$ cat src/rtl/hdmi_timing_gen.sv
// hdmi_timing_gen: parametrised video timing and test-pattern generator.
// Feeds a TMDS encoder with hs/vs/de and RGB, all aligned to one another.
//
// Ports:
//   clk          pixel clock
//   rst          synchronous active-high reset
//   mode         pattern select (0 bars, 1 scrolling gradient, 2 checker, 3 solid)
//   solid_rgb    {r,g,b} colour used by mode 3
//   hs, vs       syncs with the configured polarity applied
//   de           data enable
//   rgb_r/g/b    pixel data, zero outside the active area
//   active_x/y   coordinates inside the active area, zero outside
//   frame_start  one-cycle pulse on the first output cycle of a frame
//   frame_cnt    completed-frame counter, wraps at 2^16
//
// Pipeline: counters -> stage 1 (sync, de, x/y, frame flag) -> stage 2
// (pattern + delayed sideband). Outputs reflect counter state two cycles ago.
module hdmi_timing_gen #(
    parameter int unsigned H_ACTIVE   = 1280,
    parameter int unsigned H_FP       = 110,
    parameter int unsigned H_SYNC     = 40,
    parameter int unsigned H_BP       = 220,
    parameter int unsigned V_ACTIVE   = 720,
    parameter int unsigned V_FP       = 5,
    parameter int unsigned V_SYNC     = 5,
    parameter int unsigned V_BP       = 20,
    parameter int unsigned HS_POL     = 1,
    parameter int unsigned VS_POL     = 1,
    parameter int unsigned CNT_W      = 12,
    parameter int unsigned COLOR_W    = 8,
    parameter int unsigned CHECK_LOG2 = 5
) (
    input  logic                   clk,
    input  logic                   rst,
    input  logic [1:0]             mode,
    input  logic [3*COLOR_W-1:0]   solid_rgb,
    output logic                   hs,
    output logic                   vs,
    output logic                   de,
    output logic [COLOR_W-1:0]     rgb_r,
    output logic [COLOR_W-1:0]     rgb_g,
    output logic [COLOR_W-1:0]     rgb_b,
    output logic [CNT_W-1:0]       active_x,
    output logic [CNT_W-1:0]       active_y,
    output logic                   frame_start,
    output logic [15:0]            frame_cnt
);

    localparam int unsigned H_TOTAL = H_SYNC + H_BP + H_ACTIVE + H_FP;
    localparam int unsigned H_START = H_SYNC + H_BP;
    localparam int unsigned V_TOTAL = V_SYNC + V_BP + V_ACTIVE + V_FP;
    localparam int unsigned V_START = V_SYNC + V_BP;
    localparam int unsigned BAR_W   = H_ACTIVE / 8;
    localparam logic        HS_ACT  = (HS_POL != 0);
    localparam logic        VS_ACT  = (VS_POL != 0);

    // Counter stage
    logic [CNT_W-1:0] h_cnt;
    logic [CNT_W-1:0] v_cnt;
    logic [15:0]      fc_int;

    logic h_last_c;
    logic v_last_c;
    assign h_last_c = (h_cnt == CNT_W'(H_TOTAL - 1));
    assign v_last_c = (v_cnt == CNT_W'(V_TOTAL - 1));

    // Raster counters; the frame count steps on the wrap back to (0,0)
    always_ff @(posedge clk) begin
        if (rst) begin
            h_cnt  <= '0;
            v_cnt  <= '0;
            fc_int <= '0;
        end else if (h_last_c) begin
            h_cnt <= '0;
            if (v_last_c) begin
                v_cnt  <= '0;
                fc_int <= fc_int + 16'd1;
            end else begin
                v_cnt <= v_cnt + CNT_W'(1);
            end
        end else begin
            h_cnt <= h_cnt + CNT_W'(1);
        end
    end

    // Stage 1 decode from counter values
    logic h_act_c;
    logic v_act_c;
    logic de_raw_c;
    logic top_c;
    assign h_act_c  = (h_cnt >= CNT_W'(H_START)) && (h_cnt < CNT_W'(H_START + H_ACTIVE));
    assign v_act_c  = (v_cnt >= CNT_W'(V_START)) && (v_cnt < CNT_W'(V_START + V_ACTIVE));
    assign de_raw_c = h_act_c && v_act_c;
    assign top_c    = (h_cnt == '0) && (v_cnt == '0);

    logic                 hs_s1;
    logic                 vs_s1;
    logic                 de_s1;
    logic [CNT_W-1:0]     x_s1;
    logic [CNT_W-1:0]     y_s1;
    logic                 fs_s1;
    logic [15:0]          fc_s1;
    logic [1:0]           mode_lat;
    logic [3*COLOR_W-1:0] solid_lat;

    // Stage 1 registers; mode/colour latch only at the frame origin so the
    // first pixel of a frame already sees the new selection
    always_ff @(posedge clk) begin
        if (rst) begin
            hs_s1     <= 1'b0;
            vs_s1     <= 1'b0;
            de_s1     <= 1'b0;
            x_s1      <= '0;
            y_s1      <= '0;
            fs_s1     <= 1'b0;
            fc_s1     <= '0;
            mode_lat  <= 2'd0;
            solid_lat <= '0;
        end else begin
            hs_s1 <= (h_cnt < CNT_W'(H_SYNC));
            vs_s1 <= (v_cnt < CNT_W'(V_SYNC));
            de_s1 <= de_raw_c;
            x_s1  <= de_raw_c ? (h_cnt - CNT_W'(H_START)) : '0;
            y_s1  <= de_raw_c ? (v_cnt - CNT_W'(V_START)) : '0;
            fs_s1 <= top_c;
            fc_s1 <= fc_int;
            if (top_c) begin
                mode_lat  <= mode;
                solid_lat <= solid_rgb;
            end
        end
    end

    // Colour bar index: count thresholds passed, saturates at 7
    logic [2:0] bar_idx_c;
    always_comb begin
        bar_idx_c = 3'd0;
        for (int k = 1; k < 8; k++) begin
            if (x_s1 >= CNT_W'(k * BAR_W)) begin
                bar_idx_c = 3'(k);
            end
        end
    end

    // Bar colour as one bit per {r,g,b}
    logic [2:0] bar_bits_c;
    always_comb begin
        bar_bits_c = 3'b000;
        case (bar_idx_c)
            3'd0: bar_bits_c = 3'b111;  // white
            3'd1: bar_bits_c = 3'b110;  // yellow
            3'd2: bar_bits_c = 3'b011;  // cyan
            3'd3: bar_bits_c = 3'b010;  // green
            3'd4: bar_bits_c = 3'b101;  // magenta
            3'd5: bar_bits_c = 3'b100;  // red
            3'd6: bar_bits_c = 3'b001;  // blue
            default: bar_bits_c = 3'b000;  // black
        endcase
    end

    logic [COLOR_W-1:0] grad_c;
    logic               check_c;
    assign grad_c  = COLOR_W'(x_s1) + COLOR_W'(fc_s1);
    assign check_c = x_s1[CHECK_LOG2] ^ y_s1[CHECK_LOG2];

    // Pattern select
    logic [3*COLOR_W-1:0] pix_c;
    always_comb begin
        pix_c = '0;
        case (mode_lat)
            2'd0: pix_c = {{COLOR_W{bar_bits_c[2]}}, {COLOR_W{bar_bits_c[1]}},
                           {COLOR_W{bar_bits_c[0]}}};
            2'd1: pix_c = {grad_c, grad_c, grad_c};
            2'd2: pix_c = {(3*COLOR_W){check_c}};
            default: pix_c = solid_lat;
        endcase
    end

    // Stage 2 output registers
    always_ff @(posedge clk) begin
        if (rst) begin
            hs          <= ~HS_ACT;
            vs          <= ~VS_ACT;
            de          <= 1'b0;
            rgb_r       <= '0;
            rgb_g       <= '0;
            rgb_b       <= '0;
            active_x    <= '0;
            active_y    <= '0;
            frame_start <= 1'b0;
            frame_cnt   <= '0;
        end else begin
            hs          <= hs_s1 ? HS_ACT : ~HS_ACT;
            vs          <= vs_s1 ? VS_ACT : ~VS_ACT;
            de          <= de_s1;
            rgb_r       <= de_s1 ? pix_c[3*COLOR_W-1:2*COLOR_W] : '0;
            rgb_g       <= de_s1 ? pix_c[2*COLOR_W-1:COLOR_W]   : '0;
            rgb_b       <= de_s1 ? pix_c[COLOR_W-1:0]           : '0;
            active_x    <= x_s1;
            active_y    <= y_s1;
            frame_start <= fs_s1;
            frame_cnt   <= fc_s1;
        end
    end

endmodule

$ cat config.mk
export PLATFORM = sky130hd
export DESIGN_NAME = hdmi_timing_gen
export DESIGN_NICKNAME = d
export VERILOG_FILES = /design/src/rtl/hdmi_timing_gen.sv
export SDC_FILE = /design/constraint.sdc
export NUM_CORES = 1
export LEC_CHECK = 0
export ABC_CLOCK_PERIOD_IN_PS = 2300
export CAP_MARGIN = 40
export CORE_MARGIN = 5
export CORE_UTILIZATION = 45
export CTS_CLUSTER_DIAMETER = 150
export DETAILED_ROUTE_END_ITERATION = 12
export HOLD_SLACK_MARGIN = 0.1
export PLACE_DENSITY = 0.81
export SLEW_MARGIN = 20
export SYNTH_ARGS = -nofsm -noshare
export SYNTH_HDL_FRONTEND = slang
export SYNTH_SLANG_ARGS = --single-unit
export TNS_END_PERCENT = 30
$ cat constraint.sdc
create_clock -name clk -period 2.3 [get_ports clk]
set_input_delay 0.46 -clock clk [delete_from_list [all_inputs] [get_ports clk]]
set_output_delay 0.46 -clock clk [all_outputs]
set_load 0.01 [all_outputs]
Word-level counts from Yosys, hierarchy flattened. Cells that the tools add are included. W data, S select, Z words.

Bits in registers: 178.

$add $sub $neg: 6. Magnitude comparators: 13. Equality and inequality tests: 10. Muxes and demuxes: 12. Bitwise operators: 3. Reduce and logical (&&, ||, !) cells: 12.

Operators with widths (number): $pmux W24 S3 (1); $ge A12 B10 Y1 const B (3); $ge A12 B9 Y1 const B (3); $add A12 B1 Y12 const B (2); $logic_not A12 Y1 (2); $pmux W3 S7 (1); $mux W3 (6); $add A16 B1 Y16 const B (1); $eq A12 B10 Y1 const B (1); $eq A12 B11 Y1 const B (1); $ge A12 B11 Y1 const B (1); $ge A12 B5 Y1 const B (1); $ge A12 B8 Y1 const B (1); $lt A12 B10 Y1 const B (1); $lt A12 B11 Y1 const B (1); $lt A12 B3 Y1 const B (1); $lt A12 B6 Y1 const B (1); $mux W12 (1); $sub A12 B5 Y12 const B (1); $sub A12 B9 Y12 const B (1); $eq A3 B3 Y1 const B (3); $add A8 B8 Y8 (1); $eq A3 B2 Y1 const B (2); $reduce_or A2 Y1 (3); other kinds (10) (16).

Logic depth before layout (Yosys ltp).
Depth after elaboration: 11. Gate-level depth with buffers: 9. Depth with buffers taken out: 7.

Least setup slack after synthesis. OpenSTA, ideal clock, no wires.

Path type: flip-flop to flip-flop. Start point: reg h_cnt[3]. End point: reg fc_int[10]. Library setup time: 71 ps. Data arrival time: 2365 ps. Data required time: 2229 ps. Path slack: -135 ps. Cell stages (with the launch flop): 9. Clock period less this slack: 2435 ps. Cell sequence: dfxtp_1 -> inv_1 -> ha_1 -> nand3b_4 -> or4_4 -> or4_1 -> buf_2 -> or3_1 -> a21oi_1.

Cells in the longest elaborated chain, start to end: 2.

Ends and longest elaborated chain: start: declaration (line 58) `logic [CNT_W-1:0] h_cnt;`; start signal: assignment (line 82) `h_cnt <= h_cnt + CNT_W'(1);`; $eq A12 B11 Y1 (line 64) `assign h_last_c = (h_cnt == CNT_W'(H_TOTAL - 1));`; $reduce_and A2 Y1 (no line); end signal: assignment (line 77) `fc_int <= fc_int + 16'd1;`; end: declaration (line 60) `logic [15:0] fc_int;`.

Every way passes these cells. A chain may end at the register's enable or synchronous reset.

Worst setup path in the final report.
Start point: reg h_cnt[2]. End point: reg fc_int[6].

The elaborated chain is that of the path after synthesis.

==> impl.org <==
** Drt
- After detailed routing, the number of vias per cell comes to between 5 and 6.
- Length of the first detailed-routing pass in iterations :: 5
- DRC errors left :: 0
- Total length of routed wires :: between 15 and 20 mm
- After detailed routing, the average wire length per cell comes to 15.2 µm.
- The detailed router finished its first iteration with 363 violations.
- In this run the remaining antenna-violating nets after routing total 0.
- Summing over every cut layer, the via total after detailed routing is a little over 5000.

** CTS
- Buffers inserted during clock tree synthesis total 17.
- Total clock sinks :: around 180
- Clk_lat worst skew :: 0.43 ns
- In this run the number of H-tree levels came out at 4.
- Number of buffers on the longest clock path :: 2
- Clock tree root buffer cell :: sky130_fd_sc_hd__clkbuf_16
- Clock tree from TritonCTS :: yes
- Clock-pin slew on the worst setup and hold paths :: 0.06 ns
- The number of hold buffers added after CTS was 0.

** Critical path
- Critical path startpoint :: h_cnt[2]
- Measured in cells, the most critical reg-to-reg path has a length of 7.
- Kind of critical path :: flop to flop
- At the worst endpoint, the required time is roughly 2.7 ns.
- Max Fanout on Critical Path :: 8
- Capturing point of the worst reg2reg path :: fc_int[6]
- Worst reg2reg setup slack :: approximately 0.075 ns
- STA classifies the critical path endpoint as a flop.
- CP arrival :: approximately 2.6 ns
- STA classifies the critical path startpoint as a flop.
- The startpoint identified for the worst register-to-register timing path is h_cnt[2].

** Worst hold path
- Worst hold-check path type :: input pin to flop
- The path with the worst hold slack has its endpoint at active_y[11].
- Launch instance of the worst min-delay path :: rst
- Number of instances on the worst hold path :: 2

** Power
- VDD sags by at most between 0.4 and 0.5 mV.
- The share of total power dissipated in the clock network is 0.434.
- Net load switching power :: roughly 0.0014 W
- Leakage power total :: approximately 3.4 nW
- Part of the total power dissipated in sequential elements :: 0.510
- Cell-internal power :: 0.00482 W
- Sw Ratio :: 0.226
- The share of total power dissipated in combinational logic is 0.056.
- Total power density per cell area :: approximately 710 nW/µm²

** Floorplan
- The floorplan step set the die height to 134 µm.
- The total area inside the core boundary comes to between 15000 and 20000 µm².
- Number of primary I/O pins :: 96
- From left edge to right edge, the die measures between 100 and 150 µm.
- Number of rows created at floorplan :: 45
- Area enclosed by the die boundary :: ~18000 µm²
- For this configuration, the core starts out at a cell density of 0.457.

** Logic synthesis
- Proportion of synthesized chip area in sequential cells :: 0.515
- Summed over all instances, the cell type with the most area after synthesis is sky130_fd_sc_hd__dfxtp_1.
- Counting flops with an async set or reset pin after synthesis yields a share of 0.
- Primary FF master, synth :: sky130_fd_sc_hd__dfxtp_1
- Area of the mapped netlist :: 6930 µm²
- Synthesis handed over a netlist of just under 700 instances.
- After synthesis, the mean cell area works out to between 9 and 10 µm².
- Nets in the synthesized netlist :: 742
- By area the synthesized netlist is led by sky130_fd_sc_hd__dfxtp_1 (51%), sky130_fd_sc_hd__nor2b_1 (5.6%), sky130_fd_sc_hd__nor2_1 (4.3%).
- EDFF count, synth :: 0
- Of the post-synthesis cell area, the dominant cell type holds 0.515.
- Yosys printed 0 warnings.
- The synthesized design contains roughly 180 register bits.
- Netlist cell types :: between 50 and 60

** Placement
- Half-perimeter wire length after placement :: ~11 mm
- In this run the cell area measured after placement is 8220 µm².
- Routability congestion estimate from global placement :: 0.860
- Input and output buffers added on the ports amount to 95.

** Global routing
- Overflow after GRT :: 0
- Largest net degree at the start of global routing :: 41
- Global-route wire length before repair :: roughly 25 mm
- Initial antenna violation count :: 0
- The number of global-route vias before repair came to ~5100.
- GRT Total Usage :: 0.175

** Layout
- Commonest non-fill, non-tap cells in the layout :: sky130_fd_sc_hd__dfxtp_1 (174), sky130_fd_sc_hd__clkdlybuf4s50_1 (94), sky130_fd_sc_hd__nor2_1 (80), sky130_fd_sc_hd__nor2b_1 (62), sky130_fd_sc_hd__buf_4 (38)
- P&R area growth vs syn :: 27.1%
- Most common cell after layout, fill and taps aside :: sky130_fd_sc_hd__dfxtp_1
- Summing all non-filler instances in the final layout gives an area of between 8000 and 9000 µm².
- Of the cells placed in the final design, the portion with a size suffix greater than 1 is 0.144.
- The repair_antennas step left the layout with diodes totalling 0.
- At the end of the flow, the number of nets in the layout was between 800 and 900.
- After filler insertion, the fill cell instance count of the layout stands at between 1000 and 1500.
- At the end of the flow the core is filled with cells to 0.581.

** Timing
- For the pin with the worst max-slew slack, the measured transition is ~0.5 ns.
- Final sum of negative setup slack :: 0 ns
- Highest clock rate :: ~0.45 GHz
- Final slew viol count :: 0
- Period minus WS final :: 2.23 ns
- On the final layout, the worst hold slack is 0.374 ns.
- Final hold violation count :: 0
- Clock skew on the completed layout was measured at between 0.005 and 0.006 ns.
- Measured against its own limit, the worst slew margin works out to 0.656.
- In the finished design, the share of the clock period the worst path needs comes to 0.967.
- Number of setup violations in the final report :: 0

** Run
- The tool flagged a number of max-cap violations equal to 0.

** Status
- Result of the run :: finished clean
## metal layers
metal	vias to the layer above	share of wire	track usage
met4	0	0.014	0.0583
met1	2391	0.46	0.225
met2	129	0.47	0.282
met5	-	0	0
met3	16	0.058	0.0521
li1	2607	-	-
## registers in the layout, summed over array words and instances (netlist names), 2 cells and up
register	cells
h_cnt	12
active_x	12
fc_s1	16
fc_int	16
x_s1	12
solid_lat	24
y_s1	12
mode_lat	2
active_y	12
rgb_g	8
frame_cnt	16
rgb_r	8
v_cnt	12
rgb_b	8
## final cells by class
class	instances	area [µm²]	share of cell area
multi-input combinational	456	3140	0.357
tap	188	235	0.0267
timing repair buffer	133	1250	0.142
clock buffer	19	443	0.0503
clock inverter	11	109	0.0124
inverter	15	58.8	0.00668
sequential	178	3570	0.405
## synth_stat cells (5+ instances only)
cell type	n
sky130_fd_sc_hd__nor2b_1	62
sky130_fd_sc_hd__clkbuf_1	33
sky130_fd_sc_hd__a21oi_1	13
sky130_fd_sc_hd__mux2_2	6
sky130_fd_sc_hd__inv_1	15
sky130_fd_sc_hd__nor2_1	80
sky130_fd_sc_hd__mux2i_1	27
sky130_fd_sc_hd__o21ai_0	14
sky130_fd_sc_hd__nor4_1	11
sky130_fd_sc_hd__or3_1	5
sky130_fd_sc_hd__nand2b_1	7
sky130_fd_sc_hd__xor2_1	16
sky130_fd_sc_hd__nand2_1	27
sky130_fd_sc_hd__nor3_1	34
sky130_fd_sc_hd__o221a_2	24
sky130_fd_sc_hd__buf_2	5
sky130_fd_sc_hd__dfxtp_1	178
sky130_fd_sc_hd__ha_1	19
sky130_fd_sc_hd__xnor2_1	31
sky130_fd_sc_hd__nand3_1	14
sky130_fd_sc_hd__nand4_1	14
## worst max path at each step
stage,depth (start not counted),endpoint,slack (ns)
3_3_place_gp,7,fc_int[10],0.03
5_1_grt,7,fc_int[6],-0.01
4_1_cts,7,fc_int[10],0.0003
3_5_place_dp,7,fc_int[10],-0.06
2_1_floorplan,8,fc_int[10],0.003
6_report,7,fc_int[6],0.07
## critical path, cell delays in order, from the launching register on
cell and delay [ns]:
sky130_fd_sc_hd__dfxtp_2 0.32, sky130_fd_sc_hd__inv_2 0.08, sky130_fd_sc_hd__ha_4 0.16, sky130_fd_sc_hd__nand3b_4 0.08, sky130_fd_sc_hd__or4_4 0.49, sky130_fd_sc_hd__or4_4 0.57
sky130_fd_sc_hd__or3_1 0.33, sky130_fd_sc_hd__a21oi_1 0.13
## stage by stage
| step | power, W | std cells | setup slack (ns) |
|---|---|---|---|
| 6_report | 0.00622 | 1000 | 0.0750 |
| 5_1_grt | 0.00646 | 1000 | -0.0139 |
| 4_1_cts | 0.00627 | 997 | 0.000287 |
| 3_5_place_dp | 0.00357 | 967 | -0.0588 |
| 3_3_place_gp | 0.00357 | 967 | 0.0297 |
| 2_1_floorplan | 0.00345 | 694 | 0.00251 |
## cells by family after synthesis
group                    share of synthesized area
buffers and inverters                       0.0378
XOR/XNOR                                    0.0594
AO/OA/AOI/OAI                               0.0856
adder cells (fa/ha/maj)                     0.0387
AND/OR/NAND/NOR                              0.215
multiplexers                                0.0488
flip-flops                                   0.515
## power by group through the flow
stage | clock network (W) | registers (W) | logic (W)
floorplan | 0 | 0.00323 | 0.000218
global placement | 0 | 0.00323 | 0.000335
detailed placement | 0 | 0.00324 | 0.000338
CTS | 0.00276 | 0.00317 | 0.000342
global route | 0.00291 | 0.00317 | 0.000378
finish | 0.00270 | 0.00317 | 0.000348
## repair_timing
action	4_1_cts	5_1_grt
setup endpoints to repair	4	30
pin swaps	0	5
buffers inserted	0	3
gates resized for setup	1	3
Power figures use the tool's default switching activity.
